File: src/rtl/mem_arb_pkg.sv
// Shared definitions for the main-memory arbiter.
//   - Arbiter FSM state encoding (ARB_IDLE / ARB_ISSUE / ARB_WAIT)
//   - Requester port identifiers (PORT_PTW = 0, PORT_CC = 1)
//   - Default bus widths
//   - pick_grant(): chooses the next owner from the pending flags
package mem_arb_pkg;

   localparam int DEF_ADDR_W = 32;
   localparam int DEF_DATA_W = 32;
   localparam int DEF_LINE_W = 512;

   localparam logic [1:0] ARB_IDLE  = 2'd0;
   localparam logic [1:0] ARB_ISSUE = 2'd1;
   localparam logic [1:0] ARB_WAIT  = 2'd2;

   localparam logic PORT_PTW = 1'b0;
   localparam logic PORT_CC  = 1'b1;

   // A lone pending port always wins. On a tie, fixed priority favours the
   // page-table walker; round-robin favours whoever was not served last.
   function automatic logic pick_grant(input logic [1:0] pend,
                                       input logic       last_grant,
                                       input logic       fixed_prio);
      logic g;
      if (pend == 2'b11) begin
         g = fixed_prio ? PORT_PTW : ~last_grant;
      end else if (pend[0]) begin
         g = PORT_PTW;
      end else begin
         g = PORT_CC;
      end
      return g;
   endfunction

endpackage

File: src/rtl/mem_arb_req_latch.sv
// Per-requester pending-entry holder for the main-memory arbiter.
// Captures a one-cycle read or write pulse into a single pending slot and
// holds it until the arbiter reports completion.
// Ports:
//   clk, rst_n               clock, asynchronous active-low reset
//   addr, wdata              requester address / write data (sampled on pulse)
//   read_req, write_req      requester request pulses
//   clr                      completion of this port's access (from arbiter)
//   pend_valid               slot holds an outstanding request
//   pend_addr, pend_wdata    captured address / write data
//   pend_is_write            captured operation type
//   err                      one-cycle flag: this cycle's pulse was dropped
module mem_arb_req_latch #(
   parameter int ADDR_W = 32,
   parameter int DATA_W = 32
) (
   input  logic              clk,
   input  logic              rst_n,
   input  logic [ADDR_W-1:0] addr,
   input  logic [DATA_W-1:0] wdata,
   input  logic              read_req,
   input  logic              write_req,
   input  logic              clr,
   output logic              pend_valid,
   output logic [ADDR_W-1:0] pend_addr,
   output logic [DATA_W-1:0] pend_wdata,
   output logic              pend_is_write,
   output logic              err
);

   logic req_any;
   logic req_both;
   logic slot_busy;
   logic accept;

   // The slot frees up on the completion edge, so the owner may re-request
   // in the same cycle its ready is returned.
   assign req_any   = read_req | write_req;
   assign req_both  = read_req & write_req;
   assign slot_busy = pend_valid & ~clr;
   assign accept    = req_any & ~req_both & ~slot_busy;
   assign err       = req_both | (req_any & slot_busy);

   always_ff @(posedge clk or negedge rst_n) begin
      if (!rst_n) begin
         pend_valid <= 1'b0;
      end else if (accept) begin
         pend_valid <= 1'b1;
      end else if (clr) begin
         pend_valid <= 1'b0;
      end
   end

   // Payload only matters while pend_valid is set, so it carries no reset.
   always_ff @(posedge clk) begin
      if (accept) begin
         pend_addr     <= addr;
         pend_wdata    <= wdata;
         pend_is_write <= write_req;
      end
   end

endmodule

File: src/rtl/main_mem_arbiter.sv
// Two-port arbiter for the single main-memory port.
// Port 0 is the MMU page-table walker (ptw), port 1 the cache controller (cc).
// Each request pulse is latched, one request at a time is granted
// (round-robin or fixed priority), issued to memory for one cycle, and the
// memory ready pulse / read line is steered back to the owner only.
// Ports:
//   clk, rst_n                        clock, asynchronous active-low reset
//   ptw_* / cc_*                      requester address, wdata, read/write
//                                     pulses in; ready pulse and line out
//   main_mem_addr/data_out/read_req/write_req   memory request (ISSUE only)
//   main_mem_data_in, main_mem_ready  memory response
//   arb_busy                          arbiter is in ISSUE or WAIT
//   arb_owner                         port of current / last grant
//   proto_err                         sticky dropped-request flag
module main_mem_arbiter
   import mem_arb_pkg::*;
#(
   parameter int ADDR_W     = DEF_ADDR_W,
   parameter int DATA_W     = DEF_DATA_W,
   parameter int LINE_W     = DEF_LINE_W,
   parameter int FIXED_PRIO = 0
) (
   input  logic              clk,
   input  logic              rst_n,
   input  logic [ADDR_W-1:0] ptw_addr,
   input  logic [DATA_W-1:0] ptw_wdata,
   input  logic              ptw_read_req,
   input  logic              ptw_write_req,
   output logic              ptw_ready,
   output logic [LINE_W-1:0] ptw_data_in,
   input  logic [ADDR_W-1:0] cc_addr,
   input  logic [DATA_W-1:0] cc_wdata,
   input  logic              cc_read_req,
   input  logic              cc_write_req,
   output logic              cc_ready,
   output logic [LINE_W-1:0] cc_data_in,
   output logic [ADDR_W-1:0] main_mem_addr,
   output logic [DATA_W-1:0] main_mem_data_out,
   output logic              main_mem_read_req,
   output logic              main_mem_write_req,
   input  logic [LINE_W-1:0] main_mem_data_in,
   input  logic              main_mem_ready,
   output logic              arb_busy,
   output logic              arb_owner,
   output logic              proto_err
);

   logic [1:0]        state;
   logic              owner;
   logic              last_grant;
   logic              grant;
   logic              mem_done;
   logic [1:0]        clr;
   logic [1:0]        err;
   logic [1:0]        pend_vld;
   logic [ADDR_W-1:0] pend_addr  [2];
   logic [DATA_W-1:0] pend_wdata [2];
   logic [1:0]        pend_wr;

   mem_arb_req_latch #(.ADDR_W(ADDR_W), .DATA_W(DATA_W)) u_ptw_latch (
      .clk           (clk),
      .rst_n         (rst_n),
      .addr          (ptw_addr),
      .wdata         (ptw_wdata),
      .read_req      (ptw_read_req),
      .write_req     (ptw_write_req),
      .clr           (clr[0]),
      .pend_valid    (pend_vld[0]),
      .pend_addr     (pend_addr[0]),
      .pend_wdata    (pend_wdata[0]),
      .pend_is_write (pend_wr[0]),
      .err           (err[0])
   );

   mem_arb_req_latch #(.ADDR_W(ADDR_W), .DATA_W(DATA_W)) u_cc_latch (
      .clk           (clk),
      .rst_n         (rst_n),
      .addr          (cc_addr),
      .wdata         (cc_wdata),
      .read_req      (cc_read_req),
      .write_req     (cc_write_req),
      .clr           (clr[1]),
      .pend_valid    (pend_vld[1]),
      .pend_addr     (pend_addr[1]),
      .pend_wdata    (pend_wdata[1]),
      .pend_is_write (pend_wr[1]),
      .err           (err[1])
   );

   assign grant     = pick_grant(pend_vld, last_grant, FIXED_PRIO != 0);
   // Ready arriving during ISSUE is deliberately not a completion.
   assign mem_done  = (state == ARB_WAIT) && main_mem_ready;
   assign clr[0]    = mem_done && (owner == PORT_PTW);
   assign clr[1]    = mem_done && (owner == PORT_CC);
   assign arb_busy  = (state != ARB_IDLE);
   assign arb_owner = owner;

   always_ff @(posedge clk or negedge rst_n) begin
      if (!rst_n) begin
         state      <= ARB_IDLE;
         owner      <= PORT_PTW;
         last_grant <= PORT_CC;
         proto_err  <= 1'b0;
      end else begin
         proto_err <= proto_err | err[0] | err[1];
         case (state)
            ARB_IDLE: begin
               if (|pend_vld) begin
                  owner <= grant;
                  state <= ARB_ISSUE;
               end
            end
            ARB_ISSUE: begin
               state <= ARB_WAIT;
            end
            ARB_WAIT: begin
               if (main_mem_ready) begin
                  last_grant <= owner;
                  state      <= ARB_IDLE;
               end
            end
            default: begin
               state <= ARB_IDLE;
            end
         endcase
      end
   end

   always_comb begin
      main_mem_addr      = '0;
      main_mem_data_out  = '0;
      main_mem_read_req  = 1'b0;
      main_mem_write_req = 1'b0;
      if (state == ARB_ISSUE) begin
         main_mem_addr      = pend_addr[owner];
         main_mem_data_out  = pend_wdata[owner];
         main_mem_read_req  = ~pend_wr[owner];
         main_mem_write_req = pend_wr[owner];
      end
      ptw_ready   = clr[0];
      cc_ready    = clr[1];
      ptw_data_in = clr[0] ? main_mem_data_in : '0;
      cc_data_in  = clr[1] ? main_mem_data_in : '0;
   end

endmodule

File: config.mk
export PLATFORM = sky130hd
export DESIGN_NAME = main_mem_arbiter
export DESIGN_NICKNAME = d
export VERILOG_FILES = /design/src/rtl/mem_arb_pkg.sv /design/src/rtl/mem_arb_req_latch.sv /design/src/rtl/main_mem_arbiter.sv
export SDC_FILE = /design/constraint.sdc
export NUM_CORES = 1
export LEC_CHECK = 0
export CAP_MARGIN = 5
export CORE_AREA = 3 3 686 688
export CTS_CLUSTER_SIZE = 24
export DETAILED_ROUTE_END_ITERATION = 8
export DIE_AREA = 0 0 689 691
export PLACE_DENSITY = 0.3
export SLEW_MARGIN = 20
export SYNTH_ARGS = -nofsm -noshare
export SYNTH_HDL_FRONTEND = slang
export SYNTH_HIERARCHICAL = 1
export SYNTH_SLANG_ARGS = --single-unit
File: constraint.sdc
create_clock -name clk -period 3.8 [get_ports clk]
set_clock_uncertainty 0.1 [all_clocks]
set_input_delay 0.95 -clock clk [delete_from_list [all_inputs] [get_ports clk]]
set_output_delay 0.95 -clock clk [all_outputs]
set_load 0.01 [all_outputs]
==> flow_summary.toml <==
[setup_path]
crit_arrival_ps = 2700
cp.depth = 7
cp_cell_sequence = "buf_6 > and2_4 > buf_12 > buf_12 > bufbuf_16 > and3_1 > clkdlybuf4s50_1"
crit_path_end_kind = "primary output"
worstPathRequired_ps = 2750
worst_path_most_repeated_cell = "buf_12"
criticalPathCategory = "in -> out"
critical_path.startpoint = "main_mem_ready"
start_kind = "input port"
endpoint = "cc_data_in[193]"
slowest_delay_ps = 550
reg2regPathDepth = 9
worst_r2r_endpoint = "u_ptw_latch/pend_addr[8]"
crit_buf_inv = 5
cp_slowest_cell = "clkdlybuf4s50_1"
r2r-start = "state[0]"
path_delay_family = "buffers and inverters"
cp_max_fo = 21
reg2reg_slack_ps = 1060

[route]
ant_nets = 0
drt-total-wl_mm = 388.1
post_drt_wl_per_cell_um = 40.50
dr.pass1.iters = 5
via_per_inst = 2.359
dr.first_iter.drc_count = 1794
vias = 22600
drc_errors = 0

[logic_synthesis]
synth_xor_xnor_area_share_pct = 0
synth_compound_area_share_pct = 0.3474
synth_top_family_by_area = "simple AND/OR/NAND/NOR gates"
yosysSeqAreaShare_pct = 31.47
yosys.area.top_type_share_pct = 49.41
yosysWarnings = 6
synthCells = 1569
synth_fp_nets = 2220
post_synth.cell_area_avg_um2 = 8.263
ys_ff_latch = 137
mappedNetlistArea_um2 = 12960
synth-simple-area-share_pct = 52.37
yosys.area_share.adder_pct = 0.3860
synthDistinctLibCells = 29
synth_area_leaders = "and3_1 (49%), edfxtp_1 (30%), mux2i_1 (5.0%)"
synth_mux_area_share_pct = 5.018
synth_largest_area_cell = "and3_1"

[floorplanning]
start_util_pct = 2.793
die-height_um = 691
num_io_pins = 1742
coreArea_um2 = 464200
rows = 250
dieWidth_um = 689
die_area_um2 = 476100

[sta]
slew_headroom_pct = 49.80
tightest_slew_ps = 750.7
rsz0062_at_grt = "true"
drv_slew = 0
period_needed_ps = 3752
max_freq_ghz = 0.2665
finalHoldViolCount = 0
fin_setup_tns_ps = 0
fin_ws_ps = 48.15
final.period_utilization_pct = 98.73
finalSetupViolCount = 0

[pwr]
vdd.ir_drop.worst_v = 0.0002468
finalPower_mw = 17.59
p_per_area_nw_per_um2 = 387.6
power.leakage_nw = 20.26

[finish]
layout-drive-gt1-share_pct = 25.78
fin_area_um2 = 45390
final_nets = 3989
syn2layout_area_growth_pct = 250.1

[status]
outcome = "complete, no violations"

[global_routing]
grt_pass1_vias = 22570
grt_pass1_wl_mm = 442.0
overflow = 0
grt_max_degree = 104
grt_usage_pct = 15.61
grt_antenna_before_repair = 256

[run]
maxCapViolCount = 0

[clock_network]
path_clk_slew_ps = 60
clkLatencyLatePin_ps = 520
root_buffer = "clkbuf_16"
cts_max_level = 4
cts_buffer_depth = 3
hold_buffers = 0
cts.sinks = 137
cts_tree = "built"
numCtsBuffers = 25

[place]
dp_hpwl_mm = 357.1
dpl-instance-area_um2 = 43520
portBuffers = 1741
pre_cts_ws_ps = -973.2
gp_congestion = 0.9923

[hold_path]
worstHoldPathType = "reg -> reg"
## layout make-up
type                            count  area, µm²
Sequential cell                   137       4085
Tap cell                         6174       7725
Inverter                            5      18.77
Antenna cell                       64      160.2
Clock buffer                       26      629.4
Multi-Input combinational cell   1184       7566
Clock inverter                      7      62.56
Timing Repair Buffer             1985      25150
Fill cell                       53660     418800
## synth_stat cells
cell type / n
nor2_1: 68
nand3b_1: 1
inv_1: 5
edfxtp_1: 130
a22o_1: 1
and2_4: 2
and3_1: 1024
o21bai_1: 2
o21ai_0: 1
buf_4: 14
or2_2: 1
nor2b_1: 3
a21bo_2: 1
dfrtp_1: 6
mux2i_1: 65
nand2b_4: 2
buf_8: 2
dfstp_2: 1
clkbuf_2: 66
and2_1: 2
buf_1: 3
nor3b_1: 1
ha_1: 4
o22ai_1: 1
clkbuf_1: 55
buf_6: 21
or3_1: 1
buf_2: 82
nand2b_1: 4
## power breakdown
| group | switching (mW) | internal (mW) | leakage (nW) |
|---|---|---|---|
| registers | 0.134 | 1.87 | 1.25 |
| logic | 7.75 | 5.73 | 18.7 |
| clock network | 0.850 | 1.25 | 0.343 |
| total | 8.74 | 8.86 | 20.3 |
## registers in the layout (all words and copies together) (netlist names)
name	count
proto_err	1
u_ptw_latch/pend_valid	1
last_grant	1
u_cc_latch/pend_wdata	32
u_ptw_latch/pend_wdata	32
u_ptw_latch/pend_addr	32
state	2
u_cc_latch/pend_addr	32
u_cc_latch/pend_valid	1
arb_owner	1
u_cc_latch/pend_is_write	1
u_ptw_latch/pend_is_write	1
## cells in the final DEF (no fill, tap or decap), drive strengths merged, types with 2 or more instances in the layout
| cell | n |
|---|---|
| dfrtp | 6 |
| clkinv | 5 |
| mux2i | 65 |
| inv | 5 |
| bufbuf | 7 |
| dlymetal6s2s | 65 |
| dlygate4sd2 | 80 |
| nand2b | 6 |
| buf | 806 |
| clkbuf | 29 |
| o21bai | 2 |
| nor2b | 3 |
| nor2 | 68 |
| clkdlybuf4s50 | 1024 |
| and2 | 4 |
| edfxtp | 130 |
| and3 | 1024 |
| ha | 4 |
| diode | 64 |
## how the worst min path moves through the flow
stage | startpoint | endpoint | slack (ps) | depth (start not counted)
after floorplan | proto_err | proto_err | 410 | 1
after CTS | proto_err | proto_err | 380 | 1
after global placement | proto_err | proto_err | 380 | 1
after detailed placement | proto_err | proto_err | 370 | 1
final | proto_err | proto_err | 370 | 1
after global routing | proto_err | proto_err | 410 | 1
## through the flow
stage          cells  util [%]  hold slack, ps
6_report        9582     9.779           373.3
3_5_place_dp    9439     9.375           370.7
4_1_cts         9508     9.663           383.6
5_1_grt         9549     9.761           406.6
2_1_floorplan   1569         -           408.8
3_3_place_gp    9439     9.375           376.8
## timing repair
action,4_1_cts,5_1_grt
pin swaps,0,0
buffers inserted,24,7
resized for setup,113,83
setup endpoints to repair,1026,168
cloned,12,3
## cell families after synthesis
| logic type | count (synthesis) |
|---|---|
| AO/OA/AOI/OAI | 6 |
| adder cells (fa/ha/maj) | 4 |
| multiplexers | 65 |
| buffers and inverters | 248 |
| flip-flops | 137 |
| AND/OR/NAND/NOR | 1109 |
## per-layer routing
layer / track usage, % / part of all wire [%] / vias up
met4: 4.169 / 3.6 / 28
met1: 17.42 / 38 / 11050
met5: 0 / 0.046 / -
li1: - / - / 9367
met2: 24.84 / 44 / 1669
met3: 9.453 / 14 / 486
Power figures use the tool's default switching activity.
==> RTL edit: new RTL, same flow settings <==
Register the output `proto_err` once more, with the module's reset; this adds one clock of latency there. The other outputs are not delayed to match.
--- a/src/rtl/main_mem_arbiter.sv
+++ b/src/rtl/main_mem_arbiter.sv
@@ -46,2 +46,4 @@
 );
+
+   logic proto_err_s0;
 
@@ -102,5 +104,5 @@
          last_grant <= PORT_CC;
-         proto_err  <= 1'b0;
+         proto_err_s0 <= 1'b0;
       end else begin
-         proto_err <= proto_err | err[0] | err[1];
+         proto_err_s0 <= proto_err_s0 | err[0] | err[1];
          case (state)
@@ -145,2 +147,10 @@
 
+   always_ff @(posedge clk or negedge rst_n) begin
+      if (!rst_n) begin
+         proto_err <= '0;
+      end else begin
+         proto_err <= proto_err_s0;
+      end
+   end
+
 endmodule
Formal check against the unedited RTL: not equivalent (Yosys sat finds a counterexample within 4 cycles, from zero or initial values and one cycle with rst_n low).
==> RTL edit against the unedited design <==
  * Synthesized cell count barely moved
  * Register-to-register slack improved by 0.26 ns
  * Sequential share of layout area up 0.064 points
  * Total power up 0.68%
  * Sequential cell count increased by 1
  * Design area is essentially flat
  * Wire length down 0.29%
  * First-iteration DRC count is 7.7% higher
  * Non-clock buffer count fell by 22
  * Setup slack gained 0.034 ns
  * Final cell count is the same
  * Area after synthesis increased by 0.18%
  * Maximum frequency rose by 0.90%
  * Critical path type is now flip-flop to primary output
  * Largest cell class unchanged
==> RTL edit: results (changes against the unedited design) <==
| Metric | Value |
|---|---|
| Outcome | completed |
| DR pass1 iterations | 7 (+2) |
| Clock Tree Buf Depth | 3 (unchanged) |
| Area contributors post-synth | and3_1 (49%), edfxtp_1 (30%), mux2i_1 (5.0%) |
| WL/cell | 40.39 µm (-0.29%) |
| M1 GR Usage | 17.61% (+0.19 points) |
| Slew Limit Headroom | 43.44% (-6.4 points) |
| Peak VDD IR | 0.0002667 V (+8.1%) |
| Met2 Use GR | 24.71% (-0.13 points) |
| Gpl congestion | 0.9873 (-0.50%) |
| GR Util All Layers | 15.48% (-0.13 points) |
| Post-synthesis sequential area ratio | 31.61% (+0.14 points) |
| First-pass GRT wire length | 438,200 µm (-0.86%) |
| Vias/cell | 2.392 (+1.4%) |
| Setup WS pre-CTS | -1.010 ns (-0.03658 ns) |
| Worst R2R Path Depth | 8 (-1) |
| Largest net degree at the start of global routing | 112 (+7.7%) |
| Critical path arrival | 2.67 ns (-0.03 ns) |
| Synth cell count leaders | and3_1 (1,024), edfxtp_1 (130), buf_2 (80), nor2_1 (68), mux2i_1 (65) |
| Sw Share | 49.30% (-0.36 points) |
| Fraction of layout cells with a size suffix above 1 | 24.77% (-1.0 points) |
| Hpwl dp | 354,000 µm (-0.88%) |
| Asr flop ratio synth | 5.797% (+0.69 points) |
| CP Launch Point | state[0]$_DFFE_PN0P_ |
| Initial drt markers | 1,932 (+7.7%) |
| Reg-to-reg startpoint | arb_owner$_DFFE_PN0P_ |
| Syn Nets | 2,221 (+0.045%) |
| Static leakage | 19.84 nW (-2.1%) |
[RTL edit: cell count changes after synthesis, sizes merged]
cell,change
buf,-2
clkbuf,+2
dfrtp,+1
[RTL edit: repair_timing]
action / CTS / global route
setup endpoints to repair: 1033 / 202
pin swaps: 1 / 1
cloned: 13 / 7
hold buffers: 0 / 0
setup buffers: 24 / 4
gates resized for setup: 165 / 52
[RTL edit: metal layers]
layer	wire [µm]	up-vias
met2	171100	1808
met5	150	-
met1	149100	11200
met4	12350	22
met3	54200	516
li1	-	9370
[RTL edit: area by class of cell]
class,instances,area (µm²)
clock inverter,4,43.79
fill,53680,418800
antenna,85,212.7
clock buffer,29,650.6
multi-input combinational,1184,7589
inverter,5,18.77
tap,6174,7725
sequential,138,4110
timing repair buffer,1963,25000
[RTL edit: cells by family after synthesis]
| logic type | after synthesis | share of synthesized area, % |
|---|---|---|
| AO/OA/AOI/OAI | 6 | 0.3468 |
| AND/OR/NAND/NOR | 1109 | 52.28 |
| buffers and inverters | 248 | 10.37 |
| multiplexers | 65 | 5.009 |
| flip-flops | 138 | 31.61 |
| adder cells (fa/ha/maj) | 4 | 0.3853 |
[RTL edit: worst paths after layout]
kind | slack (ns) | to
max in group asynchronous | 2.56 | arb_owner$_DFFE_PN0P_
setup / recovery | 0.08 | cc_data_in[104]
min in group asynchronous | 0.66 | u_ptw_latch/pend_valid$_DFFE_PN0P_
hold / removal | 0.29 | proto_err$_DFF_PN0_
hold reg to reg | 0.29 | proto_err$_DFF_PN0_
setup reg to reg | 1.32 | u_ptw_latch/pend_addr[3]$_DFFE_PP_
[RTL edit: per-stage QoR]
step,std cells,hold slack [ns],setup TNS (ns)
after detailed placement,9419,0.2841,-663.66
after floorplan,1570,0.2480,0
after global routing,9536,0.3080,0
after CTS,9488,0.2952,-1.333
final,9582,0.2935,0
after global placement,9419,0.2690,-663.38
[RTL edit: worst max-delay path, stage by stage, from the launching register on]
cell and delay (ns):
dfrtp_2 0.43, nor2b_4 0.13, buf_12 0.15, buf_16 0.15
buf_12 0.16, buf_4 0.22, and3_1 0.29, clkdlybuf4s50_1 0.60
[RTL edit: power by group through the flow]
stage	sequential, W	combinational [W]	clock [W]
finish	0.00203	0.0136	0.00205
global route	0.00205	0.0144	0.00217
CTS	0.00205	0.0136	0.00214
detailed placement	0.00208	0.0125	0
global placement	0.00209	0.0125	0
floorplan	0.00195	0.00401	0
